File: src/rtl/std_reg_arbiter.sv
// Storage register shared by N requesters: a round-robin arbiter picks one writer
// per two-cycle slot, latches its payload, commits it, and returns a ready pulse.
module std_reg_arbiter #(
  parameter int               width     = 32,
  parameter logic [width-1:0] reset_val = '0,
  parameter int               N         = 4
) (
  input  logic                 clk,
  input  logic                 reset,
  input  logic [N-1:0]         req_valid,
  input  logic [N*width-1:0]   req_data,
  output logic [N-1:0]         req_ready,
  output logic [width-1:0]     out,
  output logic                 busy,
  output logic [((N > 1) ? $clog2(N) : 1)-1:0] grant
);

  localparam int GW = (N > 1) ? $clog2(N) : 1;

  typedef enum logic {IDLE, BUSY} state_t;

  state_t           state, next_state;
  logic [GW-1:0]    rr_ptr;
  logic [GW-1:0]    winner;
  logic [GW:0]      scan_sum;
  logic [GW-1:0]    scan_idx;
  logic [width-1:0] data_p0;
  logic [width-1:0] reg_q;

  assign out = reg_q;

  // Scan from the highest offset down so the first set bit at or after rr_ptr is the last one written.
  always_comb begin
    winner   = '0;
    scan_sum = '0;
    scan_idx = '0;
    for (int k = N - 1; k >= 0; k--) begin
      scan_sum = {1'b0, rr_ptr} + (GW + 1)'(k);
      if (scan_sum >= (GW + 1)'(N)) scan_sum = scan_sum - (GW + 1)'(N);
      scan_idx = scan_sum[GW-1:0];
      if (req_valid[scan_idx]) winner = scan_idx;
    end
  end

  always_comb begin
    next_state = state;
    busy       = 1'b0;
    req_ready  = '0;
    case (state)
      IDLE: begin
        if (|req_valid) next_state = BUSY;
      end
      BUSY: begin
        busy = 1'b1;
        // A reset landing on the commit cycle aborts the write, so no pulse either.
        if (!reset) req_ready[grant] = 1'b1;
        next_state = IDLE;
      end
      default: next_state = IDLE;
    endcase
  end

  // Stage p0: grant edge captures winner index and payload
  always_ff @(posedge clk) begin
    if (reset) begin
      state  <= IDLE;
      rr_ptr <= '0;
      grant  <= '0;
      reg_q  <= reset_val;
    end else begin
      state <= next_state;
      if (state == IDLE && |req_valid) grant <= winner;
      // Stage p1: commit edge writes the register and moves the pointer past the winner
      if (state == BUSY) begin
        reg_q <= data_p0;
        if (grant == GW'(N - 1)) rr_ptr <= '0;
        else                     rr_ptr <= grant + 1'b1;
      end
    end
  end

  always_ff @(posedge clk) begin
    if (state == IDLE && |req_valid) data_p0 <= req_data[int'(winner)*width +: width];
  end

endmodule

File: config.mk
export PLATFORM = sky130hd
export DESIGN_NAME = std_reg_arbiter
export DESIGN_NICKNAME = d
export VERILOG_FILES = /design/src/rtl/std_reg_arbiter.sv
export SDC_FILE = /design/constraint.sdc
export NUM_CORES = 1
export LEC_CHECK = 0
export ABC_AREA = 1
export ABC_CLOCK_PERIOD_IN_PS = 9900
export CAP_MARGIN = 5
export CORE_MARGIN = 2
export CORE_UTILIZATION = 47
export DETAILED_ROUTE_END_ITERATION = 6
export HOLD_SLACK_MARGIN = 0.06
export MAX_ROUTING_LAYER = met4
export PLACE_DENSITY = 0.9
export REMOVE_ABC_BUFFERS = 1
export SETUP_SLACK_MARGIN = 0.02
export SKIP_LAST_GASP = 1
export SLEW_MARGIN = 20
export SYNTH_ARGS = -nofsm -noshare
export SYNTH_HDL_FRONTEND = slang
export SYNTH_SLANG_ARGS = --single-unit
File: constraint.sdc
create_clock -name clk -period 9.9 [get_ports clk]
set_clock_uncertainty 0.2 [all_clocks]
set_input_delay 2.475 -clock clk [delete_from_list [all_inputs] [get_ports clk]]
set_output_delay 2.475 -clock clk [all_outputs]
set_load 0.01 [all_outputs]
==> report_table.html, run 1 <==
<table>
<tr><th>Metric</th><th>Value</th></tr>
<tr><th colspan="2">Critical path</th></tr>
<tr><td>Register-to-Register Path Depth</td><td>11</td></tr>
<tr><td>Data required time of the worst path</td><td>between 7 and 8 ns</td></tr>
<tr><td>CP Capture Type</td><td>output port</td></tr>
<tr><td>Worst setup endpoint</td><td>req_ready[0]</td></tr>
<tr><td>Critical path type</td><td>in2out</td></tr>
<tr><td>Setup slack of the most critical reg-to-reg path</td><td>between 6 and 7 ns</td></tr>
<tr><td>Critical register-to-register path startpoint</td><td>rr_ptr[0]</td></tr>
<tr><td>Launching element type of the critical path</td><td>primary input</td></tr>
<tr><td>R2r endpoint</td><td>data_p0[2]</td></tr>
<tr><td>Crit path from</td><td>reset</td></tr>
<tr><td>Arrival time at the worst endpoint</td><td>around 4.6 ns</td></tr>
<tr><td>Biggest fanout along the worst timing path</td><td>34</td></tr>
<tr><th colspan="2">Final layout</th></tr>
<tr><td>Area added between synthesis and finish</td><td>43.6%</td></tr>
<tr><td>Combined area of the multi-input logic cells</td><td>roughly 1700 um2</td></tr>
<tr><td>Fill cell total of the finished layout</td><td>around 700</td></tr>
<tr><td>Final net count</td><td>~920</td></tr>
<tr><td>Top library cells by usage in the layout, fill and taps aside</td><td>clkdlybuf4s50_1 (172), inv_1 (142), nand3_1 (133), nand2_1 (114), nor2_1 (71)</td></tr>
<tr><td>Proportion of layout cells with a drive suffix above 1</td><td>0.0371</td></tr>
<tr><td>Number of inserted diodes</td><td>0</td></tr>
<tr><td>Seq. cell area</td><td>around 1700 um2</td></tr>
<tr><td>Most common cell after layout, fill and taps aside</td><td>clkdlybuf4s50_1</td></tr>
<tr><th colspan="2">Flow run</th></tr>
<tr><td>Number of maximum-capacitance violations</td><td>0</td></tr>
<tr><th colspan="2">GRT</th></tr>
<tr><td>Vias in the first global route</td><td>between 4000 and 5000</td></tr>
<tr><td>Global-route usage over all layers</td><td>0.237</td></tr>
<tr><td>Number of antenna violations at the first check in global routing</td><td>0</td></tr>
<tr><td>Maximum number of pins on one net before global-route repair</td><td>66</td></tr>
<tr><td>Wire length of the first global-routing pass</td><td>~18000 um</td></tr>
<tr><td>Residual overflow from global routing</td><td>0</td></tr>
<tr><th colspan="2">Detailed routing</th></tr>
<tr><td>DR iter-0 viols</td><td>a little under 200</td></tr>
<tr><td>Number of vias per cell after detailed routing</td><td>5.00</td></tr>
<tr><td>Total DRC errors in the routed layout</td><td>0</td></tr>
<tr><td>Average wire per cell in the routed design</td><td>about 13 um</td></tr>
<tr><td>Final routed wirelength across all metal layers</td><td>about 11000 um</td></tr>
<tr><td>Length of the first detailed-routing pass in iterations</td><td>4</td></tr>
<tr><td>Antenna-violating nets left</td><td>0</td></tr>
<tr><td>Via count</td><td>about 4400</td></tr>
<tr><th colspan="2">Place</th></tr>
<tr><td>IO Port Bufs</td><td>between 150 and 200</td></tr>
<tr><td>Final HPWL DP</td><td>roughly 8000 um</td></tr>
<tr><td>RePlAce Congestion</td><td>0.915</td></tr>
<tr><th colspan="2">STA</th></tr>
<tr><td>Number of max-slew violations in the final report</td><td>0</td></tr>
<tr><td>Highest achievable clock rate</td><td>between 100 and 150 MHz</td></tr>
<tr><td>Worst relative slew slack</td><td>0.321</td></tr>
<tr><td>Total negative slack</td><td>0 ns</td></tr>
<tr><td>Final period demand of the worst path</td><td>slightly above 7 ns</td></tr>
<tr><td>Post-route clock period utilization</td><td>0.732</td></tr>
<tr><td>Actual slew at the worst max-slew pin</td><td>between 1 and 1.5 ns</td></tr>
<tr><td>Final hold violations</td><td>0</td></tr>
<tr><td>Unrepaired setup endpoints after global routing</td><td>no</td></tr>
<tr><td>Setup-violating endpoint count in the final report</td><td>0</td></tr>
<tr><th colspan="2">Clock network</th></tr>
<tr><td>Clock tree from TritonCTS</td><td>built</td></tr>
<tr><td>Post-CTS clock slew at the launch and capture registers of the worst setup and hold paths</td><td>~0.07 ns</td></tr>
<tr><td>Maximum level of the CTS H-tree</td><td>3</td></tr>
<tr><td>TritonCTS buffer count</td><td>9</td></tr>
<tr><td>Count of clock tree sinks</td><td>69</td></tr>
<tr><td>Clock Root Buffer</td><td>clkbuf_8</td></tr>
<tr><td>Clock latency on the worst-skew pair</td><td>between 0.3 and 0.4 ns</td></tr>
<tr><td>Hold_buf cts</td><td>0</td></tr>
<tr><td>Count of cells resized by post-cts repair</td><td>0</td></tr>
<tr><td>Maximum clock insertion buffer count</td><td>2</td></tr>
<tr><td>Buffers inserted by post-CTS timing repair</td><td>0</td></tr>
<tr><th colspan="2">Pwr</th></tr>
<tr><td>Power Total</td><td>between 0.8 and 0.9 mW</td></tr>
<tr><td>Maximum resistive drop on vdd</td><td>between 60 and 70 uV</td></tr>
<tr><td>Leak pwr</td><td>between 3 and 4 nW</td></tr>
<tr><td>P per Cell Area</td><td>~150 nW/um2</td></tr>
<tr><th colspan="2">Synthesis</th></tr>
<tr><td>#FFs+latches synth</td><td>a little under 70</td></tr>
<tr><td>Count of distinct cell types in the synthesized netlist</td><td>25</td></tr>
<tr><td>Total number of yosys warnings</td><td>0</td></tr>
<tr><td>Total standard cell area after synthesis</td><td>between 4000 and 5000 um2</td></tr>
<tr><td>Proportion of synthesized chip area in sequential cells</td><td>0.404</td></tr>
<tr><td>Average cell area after synthesis</td><td>approximately 6.7 um2</td></tr>
<tr><td>Cell count after synthesis</td><td>627</td></tr>
<tr><th colspan="2">Floorplan</th></tr>
<tr><td>Num ports</td><td>173</td></tr>
<tr><td>Die area</td><td>9730 um2</td></tr>
<tr><td>Effective utilization at floorplan</td><td>0.483</td></tr>
<tr><td>DIE WIDTH</td><td>between 90 and 100 um</td></tr>
<tr><td>Area of the core region</td><td>approximately 8700 um2</td></tr>
<tr><td>Die height</td><td>roughly 100 um</td></tr>
<tr><td>Row cnt</td><td>34</td></tr>
<tr><th colspan="2">Min path</th></tr>
<tr><td>Hold WC Path Type</td><td>reg2reg</td></tr>
<tr><th colspan="2">Status</th></tr>
<tr><td>Result of the run</td><td>finished clean</td></tr>
</table>
kinds of logic (layout without fill, tap and decap cells):
| family | after synthesis | after routing | synth area share |
|---|---|---|---|
| DFF | 69 | 69 | 0.404 |
| AOI/OAI and AO/OA | 42 | 42 | 0.0508 |
| and+or+nand+nor | 328 | 328 | 0.341 |
| adders and majority gates | 4 | 4 | 0.0119 |
| buffers and inverters | 184 | 339 | 0.193 |
how the worst min path moves through the flow:
stage	startpoint	end	slack, ns	cells past startpoint
after CTS	data_p0[21]	out[21]	0.28	2
final	data_p0[31]	out[31]	0.27	2
after floorplan	data_p0[0]	out[0]	0.25	2
after detailed placement	data_p0[28]	out[28]	0.26	2
after global routing	data_p0[31]	out[31]	0.30	2
after global placement	data_p0[28]	out[28]	0.25	2
flip-flops by register name, indices dropped and copies added, names as in the netlist:
register / cells
data_p0: 32
grant: 2
out: 32
rr_ptr: 2
state: 1
critical path: stages:
cell and delay, ns:
clkdlybuf4s50_1 0.48, inv_1 0.69, nand2_1 0.23, nor2_1 0.16, clkdlybuf4s50_1 0.55
report_power, final:
part | switching (mW) | leakage (nW) | internal [mW]
combinational | 0.176 | 2.31 | 0.142
clock | 0.0966 | 0.0844 | 0.0975
sequential | 0.0198 | 0.628 | 0.365
total | 0.292 | 3.03 | 0.605
stage by stage:
step                hold WS [ns]  utilization  setup WS, ns  cell area [um2]  std cells
floorplan                  0.247            -          4.02             3960        590
global placement           0.252        0.671          2.72             5850        873
detailed placement         0.259        0.671          2.63             5850        873
CTS                        0.277        0.689          2.63             6010        889
global route               0.305        0.694          2.47             6050        890
finish                     0.274        0.694          2.65             6050        890
synth_stat cells:
cell type / number / share of area
nand3_1: 133 / 0.16
nand4_1: 1 / 0.0015
a211oi_1: 1 / 0.0018
inv_4: 1 / 0.0015
clkbuf_1: 9 / 0.0080
buf_2: 7 / 0.0083
dfxtp_1: 37 / 0.18
nor2_2: 2 / 0.0030
o21ai_0: 34 / 0.040
a31oi_1: 1 / 0.0015
edfxtp_1: 32 / 0.23
ha_1: 4 / 0.012
inv_1: 142 / 0.13
nand3_2: 2 / 0.0048
buf_6: 8 / 0.021
clkinv_1: 1 / 0.00089
inv_2: 3 / 0.0027
nor2_4: 1 / 0.0027
nor2_1: 71 / 0.063
o21ai_1: 2 / 0.0024
nand2_1: 114 / 0.10
nand2_2: 3 / 0.0045
and2_1: 1 / 0.0015
buf_4: 13 / 0.023
a21oi_1: 4 / 0.0048
area by class of cell:
type / count / area share
clock buffer: 14 / 0.0252
clock inverter: 2 / 0.00165
inverter: 147 / 0.0916
multi-input combinational: 374 / 0.285
sequential: 69 / 0.281
tap: 108 / 0.0223
timing repair buffer: 176 / 0.293
metal layers:
| layer | GRT usage | up-vias | wire [um] |
|---|---|---|---|
| li1 | - | 2221 | - |
| met1 | 0.257 | 2008 | 4540 |
| met2 | 0.430 | 196 | 5930 |
| met3 | 0.0433 | 22 | 748 |
| met4 | 0.0875 | 0 | 187 |
| met5 | - | - | 0 |
Note: power is estimated with default switching activity, not from simulation.
==> inputs of run 2 (changes only) <==
- ABC_CLOCK_PERIOD_IN_PS: 9900 -> 7300
- CORE_UTILIZATION: 47 -> 44
- PLACE_DENSITY: 0.9 -> 0.85
- clock period: 9.9 -> 7.3 ns (I/O delays scaled with it)
==> report_table.html, run 2 (synthesis gave the netlist of run 1 again) <==
<table>
<tr><th>Metric</th><th>Value</th></tr>
<tr><th colspan="2">Critical path</th></tr>
<tr><td>Register-to-Register Path Depth</td><td>9 (was 11)</td></tr>
<tr><td>Crit path from</td><td>reset (unchanged)</td></tr>
<tr><td>Launching element type of the critical path</td><td>primary input (unchanged)</td></tr>
<tr><td>CP Capture Type</td><td>output port (unchanged)</td></tr>
<tr><td>Setup slack of the most critical reg-to-reg path</td><td>4.39 ns (was 6.70 ns)</td></tr>
<tr><td>Biggest fanout along the worst timing path</td><td>5 (was 34)</td></tr>
<tr><td>Critical path type</td><td>in2out (unchanged)</td></tr>
<tr><td>R2r endpoint</td><td>data_p0[7] (was data_p0[2])</td></tr>
<tr><td>Arrival time at the worst endpoint</td><td>3.19 ns (was 4.58 ns)</td></tr>
<tr><td>Worst setup endpoint</td><td>req_ready[2] (was req_ready[0])</td></tr>
<tr><td>Data required time of the worst path</td><td>5.28 ns (was 7.23 ns)</td></tr>
<tr><td>Critical register-to-register path startpoint</td><td>rr_ptr[0] (unchanged)</td></tr>
<tr><th colspan="2">Floorplan</th></tr>
<tr><td>Die height</td><td>102 um (was 98.7 um)</td></tr>
<tr><td>Row cnt</td><td>35 (was 34)</td></tr>
<tr><td>DIE WIDTH</td><td>102 um (was 98.7 um)</td></tr>
<tr><td>Num ports</td><td>173 (unchanged)</td></tr>
<tr><td>Effective utilization at floorplan</td><td>0.454 (was 0.483)</td></tr>
<tr><td>Die area</td><td>10400 um2 (was 9730 um2)</td></tr>
<tr><td>Area of the core region</td><td>9280 um2 (was 8720 um2)</td></tr>
<tr><th colspan="2">Pwr</th></tr>
<tr><td>Power Total</td><td>1.24 mW (was 0.897 mW)</td></tr>
<tr><td>Switching power share of the total</td><td>0.315 (was 0.326)</td></tr>
<tr><td>Register share of total power</td><td>0.420 (was 0.429)</td></tr>
<tr><td>Switch Pwr</td><td>0.390 mW (was 0.292 mW)</td></tr>
<tr><td>Internal power component</td><td>0.848 mW (was 0.605 mW)</td></tr>
<tr><td>P per Cell Area</td><td>202 nW/um2 (was 148 nW/um2)</td></tr>
<tr><td>Leak pwr</td><td>3.05 nW (was 3.03 nW)</td></tr>
<tr><td>Maximum resistive drop on vdd</td><td>103 uV (was 60.2 uV)</td></tr>
<tr><td>Part of the power in combinational logic</td><td>0.344 (was 0.355)</td></tr>
<tr><td>Clock Power Share</td><td>0.237 (was 0.216)</td></tr>
<tr><th colspan="2">GRT</th></tr>
<tr><td>Number of antenna violations at the first check in global routing</td><td>0 (unchanged)</td></tr>
<tr><td>Residual overflow from global routing</td><td>0 (unchanged)</td></tr>
<tr><td>Wire length of the first global-routing pass</td><td>18000 um (was 18500 um)</td></tr>
<tr><td>Maximum number of pins on one net before global-route repair</td><td>66 (unchanged)</td></tr>
<tr><td>Global-route usage over all layers</td><td>0.221 (was 0.237)</td></tr>
<tr><td>Vias in the first global route</td><td>4187 (was 4275)</td></tr>
<tr><th colspan="2">Detailed routing</th></tr>
<tr><td>Length of the first detailed-routing pass in iterations</td><td>7 (was 4)</td></tr>
<tr><td>Number of vias per cell after detailed routing</td><td>4.82 (was 5.00)</td></tr>
<tr><td>Via count</td><td>4398 (was 4447)</td></tr>
<tr><td>Average wire per cell in the routed design</td><td>12.2 um (was 12.8 um)</td></tr>
<tr><td>Antenna-violating nets left</td><td>0 (unchanged)</td></tr>
<tr><td>DR iter-0 viols</td><td>149 (was 196)</td></tr>
<tr><td>Total DRC errors in the routed layout</td><td>0 (unchanged)</td></tr>
<tr><td>Final routed wirelength across all metal layers</td><td>11200 um (was 11400 um)</td></tr>
<tr><th colspan="2">Clock network</th></tr>
<tr><td>Post-CTS clock slew at the launch and capture registers of the worst setup and hold paths</td><td>0.07 ns (about the same)</td></tr>
<tr><td>TritonCTS buffer count</td><td>9 (unchanged)</td></tr>
<tr><td>Clock tree from TritonCTS</td><td>built (unchanged)</td></tr>
<tr><td>Maximum level of the CTS H-tree</td><td>3 (unchanged)</td></tr>
<tr><td>Count of clock tree sinks</td><td>69 (unchanged)</td></tr>
<tr><td>Maximum clock insertion buffer count</td><td>2 (unchanged)</td></tr>
<tr><td>Buffers inserted by post-CTS timing repair</td><td>0 (unchanged)</td></tr>
<tr><td>Count of cells resized by post-cts repair</td><td>0 (unchanged)</td></tr>
<tr><td>Hold_buf cts</td><td>0 (unchanged)</td></tr>
<tr><td>Clock Root Buffer</td><td>clkbuf_8 (unchanged)</td></tr>
<tr><td>Clock latency on the worst-skew pair</td><td>0.33 ns (about the same)</td></tr>
<tr><th colspan="2">STA</th></tr>
<tr><td>Setup-violating endpoint count in the final report</td><td>0 (unchanged)</td></tr>
<tr><td>Worst relative slew slack</td><td>0.512 (was 0.321)</td></tr>
<tr><td>Final period demand of the worst path</td><td>between 5 and 6 ns</td></tr>
<tr><td>Number of max-slew violations in the final report</td><td>0 (unchanged)</td></tr>
<tr><td>Unrepaired setup endpoints after global routing</td><td>no (unchanged)</td></tr>
<tr><td>Final hold violations</td><td>0 (unchanged)</td></tr>
<tr><td>Actual slew at the worst max-slew pin</td><td>0.730 ns (was 1.01 ns)</td></tr>
<tr><td>Total negative slack</td><td>0 ns (unchanged)</td></tr>
<tr><td>Post-route clock period utilization</td><td>0.715</td></tr>
<tr><td>Highest achievable clock rate</td><td>roughly 190 MHz</td></tr>
<tr><th colspan="2">Final layout</th></tr>
<tr><td>Top library cells by usage in the layout, fill and taps aside</td><td>clkdlybuf4s50_1 (172), inv_1 (142), nand3_1 (133), nand2_1 (114), nor2_1 (71) (unchanged)</td></tr>
<tr><td>Fill cell total of the finished layout</td><td>798 (was 695)</td></tr>
<tr><td>Area added between synthesis and finish</td><td>45.2% (was 43.6%)</td></tr>
<tr><td>Number of inserted diodes</td><td>0 (unchanged)</td></tr>
<tr><td>Final core occ</td><td>0.659 (was 0.694)</td></tr>
<tr><td>Most common cell after layout, fill and taps aside</td><td>clkdlybuf4s50_1 (unchanged)</td></tr>
<tr><td>Proportion of layout cells with a drive suffix above 1</td><td>0.0421 (was 0.0371)</td></tr>
<tr><td>Finished Layout Cells</td><td>913 (was 890)</td></tr>
<tr><td>Final net count</td><td>917 (was 915)</td></tr>
<tr><th colspan="2">Flow run</th></tr>
<tr><td>Number of maximum-capacitance violations</td><td>0 (unchanged)</td></tr>
<tr><th colspan="2">Place</th></tr>
<tr><td>Inst Count DP</td><td>896 (was 873)</td></tr>
<tr><td>IO Port Bufs</td><td>172 (unchanged)</td></tr>
<tr><td>RePlAce Congestion</td><td>0.810 (was 0.915)</td></tr>
<tr><td>Final HPWL DP</td><td>7800 um (was 7810 um)</td></tr>
<tr><th colspan="2">Min path</th></tr>
<tr><td>Hold WC Path Type</td><td>reg2reg (unchanged)</td></tr>
<tr><th colspan="2">Status</th></tr>
<tr><td>Result of the run</td><td>finished clean (unchanged)</td></tr>
</table>
[run 2: changes by cell type in the layout (fill, tap and decap cells not counted)]
cell / change
clkbuf_1: -2
nand2_4: -1
nand2_2: +1
buf_4: +2
clkinv_2: -1
clkbuf_8: +3
[run 2: layout make-up]
type	count	area, um2	share of cell area
timing repair buffer	178	1790	0.292
inverter	147	554	0.0906
clock inverter	1	5.00	0.000818
tap	129	161	0.0264
sequential	69	1700	0.278
clock buffer	15	186	0.0305
multi-input combinational	374	1720	0.281
[run 2: worst min path at each step]
stage           startpoint  endpoint  slack [ns]  cells after the start
2_1_floorplan   data_p0[0]    out[0]        0.25                      2
3_3_place_gp   data_p0[22]   out[22]        0.25                      2
3_5_place_dp   data_p0[22]   out[22]        0.26                      2
4_1_cts        data_p0[22]   out[22]        0.27                      2
5_1_grt        data_p0[19]   out[19]        0.30                      2
6_report       data_p0[18]   out[18]        0.27                      2
[run 2: through the flow]
step                setup slack, ns  area (um2)  hold slack, ns
global route                   2.02        6110           0.302
floorplan                      2.65        3960           0.247
CTS                            2.08        6080           0.274
finish                         2.08        6110           0.270
detailed placement             2.08        5890           0.259
global placement               2.16        5890           0.252
[run 2: power by group through the flow]
stage          clock network, mW  logic, mW  registers, mW
2_1_floorplan                  0      0.225          0.536
3_3_place_gp                   0      0.409          0.526
3_5_place_dp                   0      0.424          0.529
4_1_cts                    0.300      0.425          0.521
5_1_grt                    0.313      0.478          0.528
6_report                   0.293      0.426          0.520
[run 2: per-layer routing]
layer / share of wire / track usage
met1: 0.41 / 0.253
met2: 0.50 / 0.386
met3: 0.070 / 0.0349
met4: 0.018 / 0.0892
met5: 0 / -
[run 2: worst max-delay path, cell delays in order]
cell	delay, ns
clkdlybuf4s50_1	0.49
inv_1	0.12
nand2_1	0.10
nor2_1	0.11
clkdlybuf4s50_1	0.55
